## config.mk

```make
export PLATFORM = sky130hd
export DESIGN_NAME = control_unit
export DESIGN_NICKNAME = d
export VERILOG_FILES = /design/src/rtl/cpu_control_pkg.sv /design/src/rtl/control_unit.sv
export SDC_FILE = /design/constraint.sdc
export NUM_CORES = 1
export LEC_CHECK = 0
export BUFFER_PORTS_ARGS = -buffer_cell sky130_fd_sc_hd__buf_2
export CORE_MARGIN = 4
export CORE_UTILIZATION = 40
export CTS_BUF_LIST = sky130_fd_sc_hd__clkbuf_16
export DETAILED_ROUTE_END_ITERATION = 10
export PLACE_DENSITY_LB_ADDON = 0.2
export REMOVE_ABC_BUFFERS = 1
export SYNTH_ARGS = -nofsm -noshare
export SYNTH_HDL_FRONTEND = slang
export SYNTH_SLANG_ARGS = --single-unit
```

## constraint.sdc

```tcl
create_clock -name Clock -period 1.8 [get_ports Clock]
set_clock_uncertainty 0.05 [all_clocks]
set_input_delay 0 -clock Clock [delete_from_list [all_inputs] [get_ports Clock]]
set_output_delay 0 -clock Clock [all_outputs]
set_load 0.005 [all_outputs]
```

## src/rtl/cpu_control_pkg.sv

```systemverilog
// ---------------------------------------------------------------------------
// cpu_control_pkg: opcodes, ALU codes and sequencer state encoding. Rev 1.0
// ---------------------------------------------------------------------------
`default_nettype none

package cpu_control_pkg;

  typedef enum logic [3:0] {
    ST_RESET = 4'd0,
    ST_T0    = 4'd1,
    ST_T1    = 4'd2,
    ST_T2    = 4'd3,
    ST_EXEC3 = 4'd4,
    ST_EXEC4 = 4'd5,
    ST_EXEC5 = 4'd6,
    ST_EXEC6 = 4'd7,
    ST_EXEC7 = 4'd8,
    ST_HALT  = 4'd9
  } state_t;

  localparam logic [4:0] OP_LD   = 5'b00000;
  localparam logic [4:0] OP_LDI  = 5'b00001;
  localparam logic [4:0] OP_ST   = 5'b00010;
  localparam logic [4:0] OP_ADD  = 5'b00011;
  localparam logic [4:0] OP_SHL  = 5'b01011;
  localparam logic [4:0] OP_ADDI = 5'b01100;
  localparam logic [4:0] OP_ANDI = 5'b01101;
  localparam logic [4:0] OP_ORI  = 5'b01110;
  localparam logic [4:0] OP_DIV  = 5'b01111;
  localparam logic [4:0] OP_MUL  = 5'b10000;
  localparam logic [4:0] OP_NEG  = 5'b10001;
  localparam logic [4:0] OP_NOT  = 5'b10010;
  localparam logic [4:0] OP_BR   = 5'b10011;
  localparam logic [4:0] OP_JR   = 5'b10100;
  localparam logic [4:0] OP_JAL  = 5'b10101;
  localparam logic [4:0] OP_IN   = 5'b10110;
  localparam logic [4:0] OP_OUT  = 5'b10111;
  localparam logic [4:0] OP_MFHI = 5'b11000;
  localparam logic [4:0] OP_MFLO = 5'b11001;
  localparam logic [4:0] OP_NOP  = 5'b11010;
  localparam logic [4:0] OP_HALT = 5'b11011;

  localparam logic [4:0] ALU_ADD = 5'b00011;
  localparam logic [4:0] ALU_AND = 5'b00101;
  localparam logic [4:0] ALU_OR  = 5'b00110;

  // Final execute step of each instruction; the step after it is T0.
  function automatic state_t last_step(input logic [4:0] opc);
    if (opc == OP_LD || opc == OP_ST)
      return ST_EXEC7;
    else if (opc == OP_LDI || (opc >= OP_ADD && opc <= OP_ORI))
      return ST_EXEC5;
    else if (opc == OP_NEG || opc == OP_NOT || opc == OP_JAL)
      return ST_EXEC4;
    else if (opc == OP_DIV || opc == OP_MUL || opc == OP_BR)
      return ST_EXEC6;
    else
      return ST_EXEC3;
  endfunction

endpackage

`default_nettype wire

```

## src/rtl/control_unit.sv

```systemverilog
// ---------------------------------------------------------------------------
// control_unit: Moore fetch/decode/execute sequencer driving datapath strobes. Rev 1.0
// ---------------------------------------------------------------------------
`default_nettype none

module control_unit
  import cpu_control_pkg::*;
(
  input  logic        Clock,
  input  logic        Reset,
  input  logic        Stop,
  input  logic [31:0] IR,
  input  logic        CON_out,
  output logic        PCout, Zlowout, ZHighout, MDRout, HIout, LOout, Cout, InPortout, BAout,
  output logic        MARin, Zin, PCin, MDRin, IRin, Yin, HIin, LOin, OutPortin, CON_in,
  output logic        GRA, GRB, GRC, Rin, Rout,
  output logic        IncPC, Read, Write,
  output logic [4:0]  operation,
  output logic        Run,
  output logic        Clear
);

  state_t     state, next_state;
  logic [4:0] opcode;
  logic       is_mem, is_reg, is_imm, is_unary, is_muldiv;
  logic [4:0] imm_op;
  logic       unused_ir;

  assign opcode    = IR[31:27];
  assign unused_ir = ^IR[26:0];

  assign is_mem    = (opcode == OP_LD) || (opcode == OP_LDI) || (opcode == OP_ST);
  assign is_reg    = (opcode >= OP_ADD) && (opcode <= OP_SHL);
  assign is_imm    = (opcode >= OP_ADDI) && (opcode <= OP_ORI);
  assign is_unary  = (opcode == OP_NEG) || (opcode == OP_NOT);
  assign is_muldiv = (opcode == OP_MUL) || (opcode == OP_DIV);
  assign imm_op    = (opcode == OP_ADDI) ? ALU_ADD :
                     (opcode == OP_ANDI) ? ALU_AND : ALU_OR;

  always_ff @(posedge Clock) begin
    if (Reset) state <= ST_RESET;
    else       state <= next_state;
  end

  always_comb begin
    next_state = state;
    case (state)
      ST_RESET: next_state = ST_T0;
      ST_T0:    next_state = ST_T1;
      ST_T1:    next_state = ST_T2;
      ST_T2:    next_state = (Stop || opcode == OP_HALT) ? ST_HALT : ST_EXEC3;
      ST_EXEC3, ST_EXEC4, ST_EXEC5, ST_EXEC6, ST_EXEC7:
        next_state = (state == last_step(opcode)) ? ST_T0 : state_t'(state + 4'd1);
      ST_HALT:  next_state = ST_HALT;
      default:  next_state = ST_RESET;
    endcase
  end

  always_comb begin
    {PCout, Zlowout, ZHighout, MDRout, HIout, LOout, Cout, InPortout, BAout} = '0;
    {MARin, Zin, PCin, MDRin, IRin, Yin, HIin, LOin, OutPortin, CON_in}     = '0;
    {GRA, GRB, GRC, Rin, Rout, IncPC, Read, Write}                          = '0;
    operation = 5'b00000;
    Clear     = 1'b0;
    Run       = 1'b1;
    case (state)
      ST_RESET: Clear = 1'b1;
      ST_T0: begin PCout = 1'b1; MARin = 1'b1; IncPC = 1'b1; Zin = 1'b1; end
      ST_T1: begin Zlowout = 1'b1; PCin = 1'b1; Read = 1'b1; MDRin = 1'b1; end
      ST_T2: begin MDRout = 1'b1; IRin = 1'b1; end
      ST_EXEC3: begin
        if (is_mem) begin
          GRB = 1'b1; BAout = 1'b1; Yin = 1'b1;
        end else if (is_reg || is_imm) begin
          GRB = 1'b1; Rout = 1'b1; Yin = 1'b1;
        end else if (is_unary) begin
          GRB = 1'b1; Rout = 1'b1; Zin = 1'b1; operation = opcode;
        end else if (is_muldiv) begin
          GRA = 1'b1; Rout = 1'b1; Yin = 1'b1;
        end else begin
          case (opcode)
            OP_BR:   begin GRB = 1'b1; Rout = 1'b1; CON_in = 1'b1; end
            OP_JR:   begin GRA = 1'b1; Rout = 1'b1; PCin = 1'b1; end
            OP_JAL:  begin PCout = 1'b1; Rin = 1'b1; end
            OP_IN:   begin InPortout = 1'b1; GRA = 1'b1; Rin = 1'b1; end
            OP_OUT:  begin GRA = 1'b1; Rout = 1'b1; OutPortin = 1'b1; end
            OP_MFHI: begin HIout = 1'b1; GRA = 1'b1; Rin = 1'b1; end
            OP_MFLO: begin LOout = 1'b1; GRA = 1'b1; Rin = 1'b1; end
            default: ;
          endcase
        end
      end
      ST_EXEC4: begin
        if (is_mem) begin
          Cout = 1'b1; Zin = 1'b1; operation = ALU_ADD;
        end else if (is_reg) begin
          GRC = 1'b1; Rout = 1'b1; Zin = 1'b1; operation = opcode;
        end else if (is_imm) begin
          Cout = 1'b1; Zin = 1'b1; operation = imm_op;
        end else if (is_unary) begin
          Zlowout = 1'b1; GRA = 1'b1; Rin = 1'b1;
        end else if (is_muldiv) begin
          GRB = 1'b1; Rout = 1'b1; Zin = 1'b1; operation = opcode;
        end else if (opcode == OP_BR) begin
          PCout = 1'b1; Yin = 1'b1;
        end else if (opcode == OP_JAL) begin
          GRA = 1'b1; Rout = 1'b1; PCin = 1'b1;
        end
      end
      ST_EXEC5: begin
        if (opcode == OP_LD || opcode == OP_ST) begin
          Zlowout = 1'b1; MARin = 1'b1;
        end else if (opcode == OP_LDI || is_reg || is_imm) begin
          Zlowout = 1'b1; GRA = 1'b1; Rin = 1'b1;
        end else if (is_muldiv) begin
          Zlowout = 1'b1; LOin = 1'b1;
        end else if (opcode == OP_BR) begin
          Cout = 1'b1; Zin = 1'b1; operation = ALU_ADD;
        end
      end
      ST_EXEC6: begin
        // Single-cycle memory: Read and MDRin share the step.
        if (opcode == OP_LD) begin
          Read = 1'b1; MDRin = 1'b1;
        end else if (opcode == OP_ST) begin
          GRA = 1'b1; Rout = 1'b1; MDRin = 1'b1;
        end else if (is_muldiv) begin
          ZHighout = 1'b1; HIin = 1'b1;
        end else if (opcode == OP_BR && CON_out) begin
          Zlowout = 1'b1; PCin = 1'b1;
        end
      end
      ST_EXEC7: begin
        if (opcode == OP_LD) begin
          MDRout = 1'b1; GRA = 1'b1; Rin = 1'b1;
        end else if (opcode == OP_ST) begin
          Write = 1'b1;
        end
      end
      ST_HALT: Run = 1'b0;
      default: ;
    endcase
  end

endmodule

`default_nettype wire

```

==> results of run 1 <==
[cell usage in the layout (no fill, tap or decap), types with 3 or more instances in the layout]
| cell | n |
|---|---|
| sky130_fd_sc_hd__inv_1 | 6 |
| sky130_fd_sc_hd__o21ai_1 | 3 |
| sky130_fd_sc_hd__nor3_1 | 4 |
| sky130_fd_sc_hd__and3_1 | 5 |
| sky130_fd_sc_hd__nor2_1 | 22 |
| sky130_fd_sc_hd__nor2b_1 | 3 |
| sky130_fd_sc_hd__nand2b_1 | 7 |
| sky130_fd_sc_hd__buf_4 | 19 |
| sky130_fd_sc_hd__clkbuf_16 | 3 |
| sky130_fd_sc_hd__o31ai_1 | 3 |
| sky130_fd_sc_hd__nand3b_1 | 3 |
| sky130_fd_sc_hd__o22ai_1 | 6 |
| sky130_fd_sc_hd__nand3_1 | 11 |
| sky130_fd_sc_hd__a21oi_1 | 14 |
| sky130_fd_sc_hd__buf_2 | 42 |
| sky130_fd_sc_hd__nand4_1 | 4 |
| sky130_fd_sc_hd__nand2_1 | 26 |
| sky130_fd_sc_hd__o21ai_0 | 19 |
[cells in the mapped netlist, drive strengths merged (2+ instances only)]
master,n,area (µm²)
nand2,28,105
nor2,24,97.6
o21ai,23,119
a21oi,14,70.1
nand3,12,65.1
buf,10,60.1
clkbuf,9,33.8
inv,9,33.8
nand2b,7,43.8
o22ai,6,37.5
and3,5,31.3
nor2b,5,31.3
dfxtp,4,80.1
ha,4,50.1
nand4,4,25.0
nor3,4,20.0
and2,3,18.8
nand3b,3,22.5
o31ai,3,22.5
a31oi,2,12.5
a32oi,2,17.5
o2111ai,2,17.5
o21a,2,15.0
o41ai,2,17.5
or3,2,17.5
[power by group]
part	switching [µW]	internal (µW)	leakage, µW	total [µW]
clock	67.3	284	0.0000370	352
sequential	37.1	119	0.0000341	156
combinational	439	375	0.000699	814
total	544	778	0.000770	1320
[repair_timing]
| item | CTS | global route |
|---|---|---|
| pin swaps | 0 | 2 |
| buffers inserted | 0 | 2 |
| cloned | 0 | 0 |
| hold buffers | 0 | 0 |
| gates resized for setup | 6 | 16 |
| endpoints found under the setup margin | 6 | 12 |
[final timing paths]
kind,from,end,slack [ns],cells past startpoint
max,state[0],GRA,0.09,8
min,Reset,state[0],0.13,5
max reg2reg,state[0],state[1],0.16,8
min reg2reg,state[1],state[3],0.59,3
[cell type report]
cell class | count | area, µm²
tap | 31 | 38.8
inverter | 9 | 36.3
timing repair buffer | 62 | 364
multi-input combinational | 172 | 1040
clock buffer | 3 | 75.1
sequential | 4 | 86.3
fill | 284 | 1190
[logic make-up after synthesis]
logic type | count (synthesis) | share of synthesized area
adders and majority gates | 4 | 0.0415
buffers and inverters | 28 | 0.106
and+or+nand+nor | 99 | 0.416
xor gates and xnor gates | 2 | 0.0145
muxes | 1 | 0.00831
DFF | 4 | 0.0665
AOI/OAI and AO/OA | 66 | 0.347
[worst max-delay path: stages, from the launching register on]
cell	delay (ns)
sky130_fd_sc_hd__dfxtp_2	0.35
sky130_fd_sc_hd__inv_4	0.10
sky130_fd_sc_hd__ha_4	0.15
sky130_fd_sc_hd__buf_4	0.13
sky130_fd_sc_hd__nand4_1	0.13
sky130_fd_sc_hd__o22ai_1	0.20
sky130_fd_sc_hd__nand2_1	0.09
sky130_fd_sc_hd__o2111ai_1	0.11
sky130_fd_sc_hd__buf_2	0.16
[per-stage QoR]
stage | hold WS (ns) | util
finish | 0.132 | 0.579
global route | 0.143 | 0.579
CTS | 0.115 | 0.559
detailed placement | 0.361 | 0.529
global placement | 0.367 | 0.529
floorplan | -0.0158 | -
[layer usage]
| metal | up-vias | wire length, µm |
|---|---|---|
| li1 | 825 | - |
| met1 | 764 | 2050 |
| met2 | 93 | 1880 |
| met3 | 6 | 401 |
| met4 | 0 | 30 |
| met5 | - | 0 |
==> flow_metrics.env, run 1 <==
export IMPL_initial_core_util=0.426
export IMPL_async_set_reset_flop_share_out_of_synthesis=0
export IMPL_finalSetupTns_ns=0
export IMPL_cp_max_fo=5
export IMPL_clkSinkCount=4
export IMPL_critical_path_endpoint_type="output pin"
export IMPL_die_h_um=62.9
export IMPL_die_x_um=62.9
export IMPL_post_place_setup_slack_ns=0.133
export IMPL_synth_edff_count=0
export IMPL_global_route_usage_met2=0.299
export IMPL_cp_required_ns=1.75
export IMPL_number_of_antenna_violations_at_the_first_check_in_global_routing=0
export IMPL_layout_drive_gt1_share=0.352
export IMPL_hold_path_class="in -> reg"
export IMPL_max_slew_worst_pin_slew_ns=0.396
export IMPL_largest_registers="state (4)"
export IMPL_drt_pre_antenna_iters=4
export IMPL_cts_root_buf="sky130_fd_sc_hd__clkbuf_16"
export IMPL_avgSynthCellArea_um2=5.91
export IMPL_placement_cell_area_um2=1500
export IMPL_grt_busiest_layer="met1"
export IMPL_io_buffers=42
export IMPL_largest_reg_flops=4
export IMPL_synth_lib_cells_used_distinct=48
export IMPL_post_route_min_period_ns=1.71
export IMPL_wl_per_cell_um=15.5
export IMPL_synthesized_cell_area_um2=1200
export IMPL_run_status="complete, no violations"
export IMPL_antennaDiodeCount=0
export IMPL_layout_cell_area_non_filler_um2=1640
export IMPL_cts_tree="done"
export IMPL_htreeDepth=1
export IMPL_setup_worst_path_start_class="flip-flop"
export IMPL_p_per_area_nw_per_um2=806
export IMPL_place_detailed_instances=276
export IMPL_synth_yosys_warnings=0
export IMPL_layoutNonFillerInstCount=281
export IMPL_fraction_of_met3_tracks_used_by_global_routing=0.0450
export IMPL_drt_total_wl_um=4370
export IMPL_power_uw=1320
export IMPL_via_count_of_the_first_global_routing_pass=1423
export IMPL_syn_instance_count=204
export IMPL_post_route_drc_count=0
export IMPL_global_route_wire_length_before_repair_um=6890
export IMPL_synth_seq_cells=4
export IMPL_p_leak_uw=0.000770
export IMPL_grt_ovfl_total=0
export IMPL_globalRouteTotalUtil=0.212
export IMPL_final_weighted_congestion_in_routability_driven_placement=0.938
export IMPL_timing_fmax_ghz=0.586
export IMPL_final_net_count=292
export IMPL_cp_arrival_ns=1.66
export IMPL_crit_type="reg -> out"
export IMPL_dominantRegCellSynth="sky130_fd_sc_hd__dfxtp_1"
export IMPL_avgViaCountPerCell=6.01
export IMPL_max_vdd_ir_drop_v=0.000506
export IMPL_ant_nets=0
export IMPL_insertion_delay_ns=0.23
export IMPL_path_clk_slew_ns=0.03
export IMPL_num_rows=19
export IMPL_slew_violations=0
export IMPL_drtIter0Drc=152
export IMPL_synth_yosys_seq_area_share=0.0665
export IMPL_core_region_area_um2=2830
export IMPL_gr_usage_met1=0.317
export IMPL_clockBufferDepth=2
export IMPL_number_of_failing_hold_endpoints_at_the_final_stage=0
export IMPL_dieArea_um2=3950
export IMPL_timing_final_ws_setup_ns=0.0931
export IMPL_min_period_over_period=0.948
export IMPL_detailed_placer_s_ending_hpwl_um=3130
export IMPL_areaGrowthSynthToFinish_pct=36.0
export IMPL_cts_buffers_inserted=3
export IMPL_largest_register="state"
export IMPL_maximum_capacitance_violations=0
export IMPL_vias_after_detailed_routing=1688
export IMPL_grt_start_max_net_pins=21
export IMPL_rsz0062_at_grt="false"
export IMPL_ioPinCount=70
export IMPL_slew_headroom=0.734
export IMPL_report_final_setup_viol=0
Power figures use the tool's default switching activity.
==> run 2: changes to the inputs <==
--- a/config.mk
+++ b/config.mk
@@ -10,8 +10,10 @@
 export CORE_UTILIZATION = 40
 export CTS_BUF_LIST = sky130_fd_sc_hd__clkbuf_16
 export DETAILED_ROUTE_END_ITERATION = 10
+export MAX_ROUTING_LAYER = met4
 export PLACE_DENSITY_LB_ADDON = 0.2
 export REMOVE_ABC_BUFFERS = 1
+export SETUP_SLACK_MARGIN = 0.15
 export SYNTH_ARGS = -nofsm -noshare
 export SYNTH_HDL_FRONTEND = slang
 export SYNTH_SLANG_ARGS = --single-unit
==> run 2 against run 1 <==
Utilization grew 7.3 points. Global-route usage up 2.3 points. Cell count increased by 3.9%. Highest routed layer unchanged. Critical path depth stayed put. Largest cell class unchanged. Sequential share of layout area shrank 0.46 points. Largest power group unchanged. Fmax decreased by 0.69%. Clock power about the same. Sequential power up 9%. Die area unchanged. Via count increased by 4.9%.
==> flow_metrics.env, run 2 (synthesis results as in run 1) <==
export IMPL_run_status="complete, no violations"
export IMPL_max_vdd_ir_drop_v=0.000724
export IMPL_wl_per_cell_um=16.8
export IMPL_fin_util=0.653
export IMPL_worstHoldPathCells=5
export IMPL_place_detailed_instances=276
export IMPL_drt_total_wl_um=4910
export IMPL_slew_headroom=0.717
export IMPL_die_h_um=62.9
export IMPL_report_final_setup_viol=0
export IMPL_cp_max_fo=5
export IMPL_drt_pre_antenna_iters=5
export IMPL_path_clk_slew_ns=0.03
export IMPL_number_of_failing_hold_endpoints_at_the_final_stage=0
export IMPL_crit_type="reg -> reg"
export IMPL_grt_start_max_net_pins=21
export IMPL_number_of_antenna_violations_at_the_first_check_in_global_routing=0
export IMPL_vias_after_detailed_routing=1770
export IMPL_cp_arrival_ns=1.76
export IMPL_clkSinkCount=4
export IMPL_ff2ff_path_depth=8
export IMPL_io_buffers=42
export IMPL_max_slew_worst_pin_slew_ns=0.419
export IMPL_final_net_count=303
export IMPL_die_x_um=62.9
export IMPL_areaGrowthSynthToFinish_pct=53.3
export IMPL_final_weighted_congestion_in_routability_driven_placement=0.955
export IMPL_hold_path_class="in -> reg"
export IMPL_worst_setup_sp="state[1]"
export IMPL_antennaDiodeCount=0
export IMPL_most_frequent_cells_in_the_layout="sky130_fd_sc_hd__buf_2 (42), sky130_fd_sc_hd__nand2_1 (26), sky130_fd_sc_hd__buf_4 (26)"
export IMPL_grt_ovfl_total=0
export IMPL_r2r_start="state[1]"
export IMPL_core_region_area_um2=2830
export IMPL_finalSetupTns_ns=0
export IMPL_clockBufferDepth=2
export IMPL_final_common_cell="sky130_fd_sc_hd__buf_2"
export IMPL_initial_core_util=0.426
export IMPL_p_leak_uw=0.000858
export IMPL_cts_buffers_inserted=3
export IMPL_num_rows=19
export IMPL_placement_cell_area_um2=1500
export IMPL_htreeDepth=1
export IMPL_layout_drive_gt1_share=0.421
export IMPL_globalRouteTotalUtil=0.235
export IMPL_ant_nets=0
export IMPL_rsz0062_at_grt="true"
export IMPL_final_fill_count=251
export IMPL_cp_required_ns=1.84
export IMPL_cts_root_buf="sky130_fd_sc_hd__clkbuf_16"
export IMPL_timing_fmax_ghz=0.582
export IMPL_avgViaCountPerCell=6.06
export IMPL_largest_register="state"
export IMPL_slew_violations=0
export IMPL_insertion_delay_ns=0.23
export IMPL_post_route_min_period_ns=1.72
export IMPL_cts_hold_buffers=0
export IMPL_critical_path_endpoint_type="flip-flop"
export IMPL_reg2reg_slack_ns=0.08
export IMPL_min_period_over_period=0.955
export IMPL_p_per_area_nw_per_um2=841
export IMPL_setup_worst_path_start_class="flip-flop"
export IMPL_cts_tree="done"
export IMPL_timing_critical_path_to="state[1]"
export IMPL_layoutNonFillerInstCount=292
export IMPL_dieArea_um2=3950
export IMPL_drtIter0Drc=142
export IMPL_via_count_of_the_first_global_routing_pass=1576
export IMPL_detailed_placer_s_ending_hpwl_um=3130
export IMPL_maximum_capacitance_violations=0
export IMPL_finalHoldWorstSlack_ns=0.203
export IMPL_ioPinCount=70
export IMPL_global_route_wire_length_before_repair_um=7390
export IMPL_layout_cell_area_non_filler_um2=1850
export IMPL_largest_registers="state (4)"
export IMPL_r2r_end="state[1]"
export IMPL_largest_reg_flops=4
export IMPL_post_route_drc_count=0
run 2: changes by cell type in the layout (fill, tap and decap cells not counted), sizes merged:
cell	previous run	this run
buf	62	73
run 2: layout make-up:
type	instances	area, µm²	area share
Multi-Input combinational cell	172	1140	0.616
Timing Repair Buffer	73	465	0.252
Sequential cell	4	88.8	0.0481
Clock buffer	3	75.1	0.0407
Inverter	9	41.3	0.0224
Tap cell	31	38.8	0.0210
run 2: what timing repair did:
action,4_1_cts,5_1_grt
gates resized for setup,28,23
buffers inserted,6,7
endpoints found under the setup margin,22,16
gates cloned,0,0
pin swaps,5,9
run 2: where the power goes:
group / internal, µW / switching [µW] / total, µW
logic: 496 / 537 / 1030
clock network: 284 / 67.0 / 351
registers: 122 / 47.2 / 170
total: 903 / 651 / 1550
run 2: worst max-delay path: stages (launching register included):
cell                       delay, ns
sky130_fd_sc_hd__dfxtp_4        0.35
sky130_fd_sc_hd__buf_4          0.14
sky130_fd_sc_hd__ha_4           0.18
sky130_fd_sc_hd__nor2_2         0.10
sky130_fd_sc_hd__nor2_1         0.05
sky130_fd_sc_hd__o31ai_1        0.33
sky130_fd_sc_hd__a21o_1         0.15
sky130_fd_sc_hd__o21bai_4       0.14
sky130_fd_sc_hd__o22ai_2        0.10
run 2: worst min-delay path by stage:
stage,end,slack (ns),start
after floorplan,HIout,-0.02,IR[28]
after global placement,state[2],0.37,Reset
after detailed placement,state[0],0.36,Reset
after CTS,state[0],0.11,Reset
after global routing,state[2],0.20,Reset
final,state[2],0.20,Reset
run 2: metrics by stage:
stage	setup WS, ns	power (µW)
final	0.0813	1550
after floorplan	0.0177	527
after global routing	0.0445	1650
after detailed placement	0.133	836
after global placement	0.147	830
after CTS	0.137	1360
run 2: metal layers:
layer | wire, µm | GRT usage | part of all wire
met5 | 0 | - | 0
met4 | 70 | 0.0826 | 0.014
met3 | 472 | 0.0450 | 0.096
met2 | 2220 | 0.339 | 0.45
met1 | 2150 | 0.322 | 0.44
==> run 3: changes to the inputs <==
--- a/config.mk
+++ b/config.mk
@@ -10,6 +10,7 @@
 export CORE_UTILIZATION = 40
 export CTS_BUF_LIST = sky130_fd_sc_hd__clkbuf_16
 export DETAILED_ROUTE_END_ITERATION = 10
+export GPL_TIMING_DRIVEN = 0
 export MAX_ROUTING_LAYER = met4
 export PLACE_DENSITY_LB_ADDON = 0.2
 export REMOVE_ABC_BUFFERS = 1
==> run 3 against run 2 <==
Sequential share of layout area up 0.41 points. Clock-buffer cell count unchanged. Worst setup slack worse by 0.060 ns. Register-to-register slack worse by 0.06 ns. Fmax down 3.4%. Via count up 4.1%. Clock power about the same. Critical endpoint is now state[2].
==> flow_metrics.env, run 3 (synthesis results as in run 1) <==
export IMPL_run_status="complete, no violations"
export IMPL_final_weighted_congestion_in_routability_driven_placement=0.931
export IMPL_rsz0062_at_grt="true"
export IMPL_reg2reg_slack_ns=0.02
export IMPL_timing_fmax_ghz=0.562
export IMPL_cp_slowest_stage_delay_ns=0.47
export IMPL_grt_start_max_net_pins=26
export IMPL_min_period_over_period=0.988
export IMPL_grt_ovfl_total=0
export IMPL_layout_drive_gt1_share=0.411
export IMPL_p_leak_uw=0.000842
export IMPL_drt_pre_antenna_iters=5
export IMPL_maximum_capacitance_violations=0
export IMPL_number_of_antenna_violations_at_the_first_check_in_global_routing=0
export IMPL_avgViaCountPerCell=6.49
export IMPL_vias_after_detailed_routing=1843
export IMPL_p_per_area_nw_per_um2=875
export IMPL_crit_type="reg -> reg"
export IMPL_place_detailed_instances=258
export IMPL_via_count_of_the_first_global_routing_pass=1453
export IMPL_antennaDiodeCount=0
export IMPL_timing_final_ws_setup_ns=0.0216
export IMPL_areaGrowthSynthToFinish_pct=51.2
export IMPL_cp_num_buf_inv=1
export IMPL_max_slew_worst_pin_slew_ns=0.493
export IMPL_cp_required_ns=1.86
export IMPL_cp_arrival_ns=1.84
export IMPL_clkSinkCount=4
export IMPL_post_route_drc_count=0
export IMPL_io_buffers=42
export IMPL_most_frequent_cells_in_the_layout="sky130_fd_sc_hd__buf_2 (42), sky130_fd_sc_hd__nand2_1 (25), sky130_fd_sc_hd__nor2_1 (19), sky130_fd_sc_hd__buf_4 (19), sky130_fd_sc_hd__o21ai_0 (17)"
export IMPL_htreeDepth=1
export IMPL_largest_reg_flops=4
export IMPL_wl_per_cell_um=17.3
export IMPL_crit_chain="buf_12 > nand2b_1 > o21ai_0 > nand3_2 > o21ai_0 > nor2_1"
export IMPL_layoutNonFillerInstCount=284
export IMPL_dieArea_um2=3950
export IMPL_setup_worst_path_start_class="flip-flop"
export IMPL_final_fill_count=254
export IMPL_core_region_area_um2=2830
export IMPL_globalRouteTotalUtil=0.212
export IMPL_finalSetupTns_ns=0
export IMPL_cts_tree="done"
export IMPL_slew_violations=0
export IMPL_largest_register="state"
export IMPL_final_common_cell="sky130_fd_sc_hd__buf_2"
export IMPL_path_common_cell="sky130_fd_sc_hd__o21ai_0"
export IMPL_drtIter0Drc=206
export IMPL_final_net_count=295
export IMPL_num_rows=19
export IMPL_insertion_delay_ns=0.23
export IMPL_detailed_placer_s_ending_hpwl_um=2810
export IMPL_path_delay_family="compound AO/OA/AOI/OAI gates"
export IMPL_post_route_min_period_ns=1.78
export IMPL_power_uw=1590
export IMPL_cts_root_buf="sky130_fd_sc_hd__clkbuf_16"
export IMPL_number_of_failing_hold_endpoints_at_the_final_stage=0
export IMPL_die_x_um=62.9
export IMPL_max_vdd_ir_drop_v=0.000602
export IMPL_initial_core_util=0.426
export IMPL_crit_path_top_delay_cell="sky130_fd_sc_hd__o21ai_0"
export IMPL_report_final_setup_viol=0
export IMPL_ioPinCount=70
export IMPL_cts_hold_buffers=0
export IMPL_ant_nets=0
export IMPL_cts_buffers_inserted=3
export IMPL_largest_registers="state (4)"
export IMPL_die_h_um=62.9
export IMPL_path_clk_slew_ns=0.03
export IMPL_cp_max_fo=6
export IMPL_critical_path_endpoint_type="flip-flop"
export IMPL_clockBufferDepth=2
export IMPL_hold_path_class="in -> reg"
export IMPL_drt_total_wl_um=4910
export IMPL_slew_headroom=0.668
export IMPL_global_route_wire_length_before_repair_um=6910
export IMPL_finalHoldWorstSlack_ns=0.136
export IMPL_post_place_setup_slack_ns=-0.264
==> run 3: cell count changes in the layout (fill, tap and decap cells not counted), sizes merged <==
cell	change
buf	-9
dlymetal6s2s	+1
==> run 3: path summary, 6_finish.rpt <==
check / from / to / cells past startpoint
max: state[2] / state[2] / 6
min: Reset / state[2] / 5
max reg2reg: state[2] / state[2] / 6
min reg2reg: state[2] / state[3] / 2
==> run 3: layout make-up <==
cell class / instances / area (µm²) / share of cell area
tap: 31 / 38.8 / 0.0213
timing repair buffer: 65 / 408 / 0.224
inverter: 9 / 43.8 / 0.0240
multi-input combinational: 172 / 1160 / 0.637
clock buffer: 3 / 75.1 / 0.0412
sequential: 4 / 95.1 / 0.0522
==> run 3: layer usage <==
layer	vias up	track usage	part of all wire
li1	839	-	-
met1	831	0.304	0.39
met2	149	0.291	0.45
met3	24	0.0450	0.13
met4	0	0.0661	0.033
met5	-	-	0
==> run 3: where the power goes <==
group	leakage (µW)	internal, µW	switching [µW]	total, µW
combinational	0.000769	502	555	1060
clock	0.0000370	284	67.7	352
sequential	0.0000356	121	63.6	185
total	0.000842	908	686	1590
==> run 3: per-stage QoR <==
stage / utilization / instance area, µm²
after floorplan: - / 1110
after global placement: 0.481 / 1360
after detailed placement: 0.481 / 1360
after CTS: 0.561 / 1590
after global routing: 0.644 / 1820
final: 0.644 / 1820
==> run 3: what timing repair did <==
action                                  in CTS  in global routing
endpoints found under the setup margin      32                 12
setup buffers                                4                 19
pin swaps                                    2                 10
resized for setup                           35                 21
==> run 3: worst register-to-register path: cells and delay by family, from the launching register on <==
kind | cells | cell delay [ns]
compound gates | 2 | 0.72
simple gates | 3 | 0.40
flops | 1 | 0.38
buf+inv | 1 | 0.11
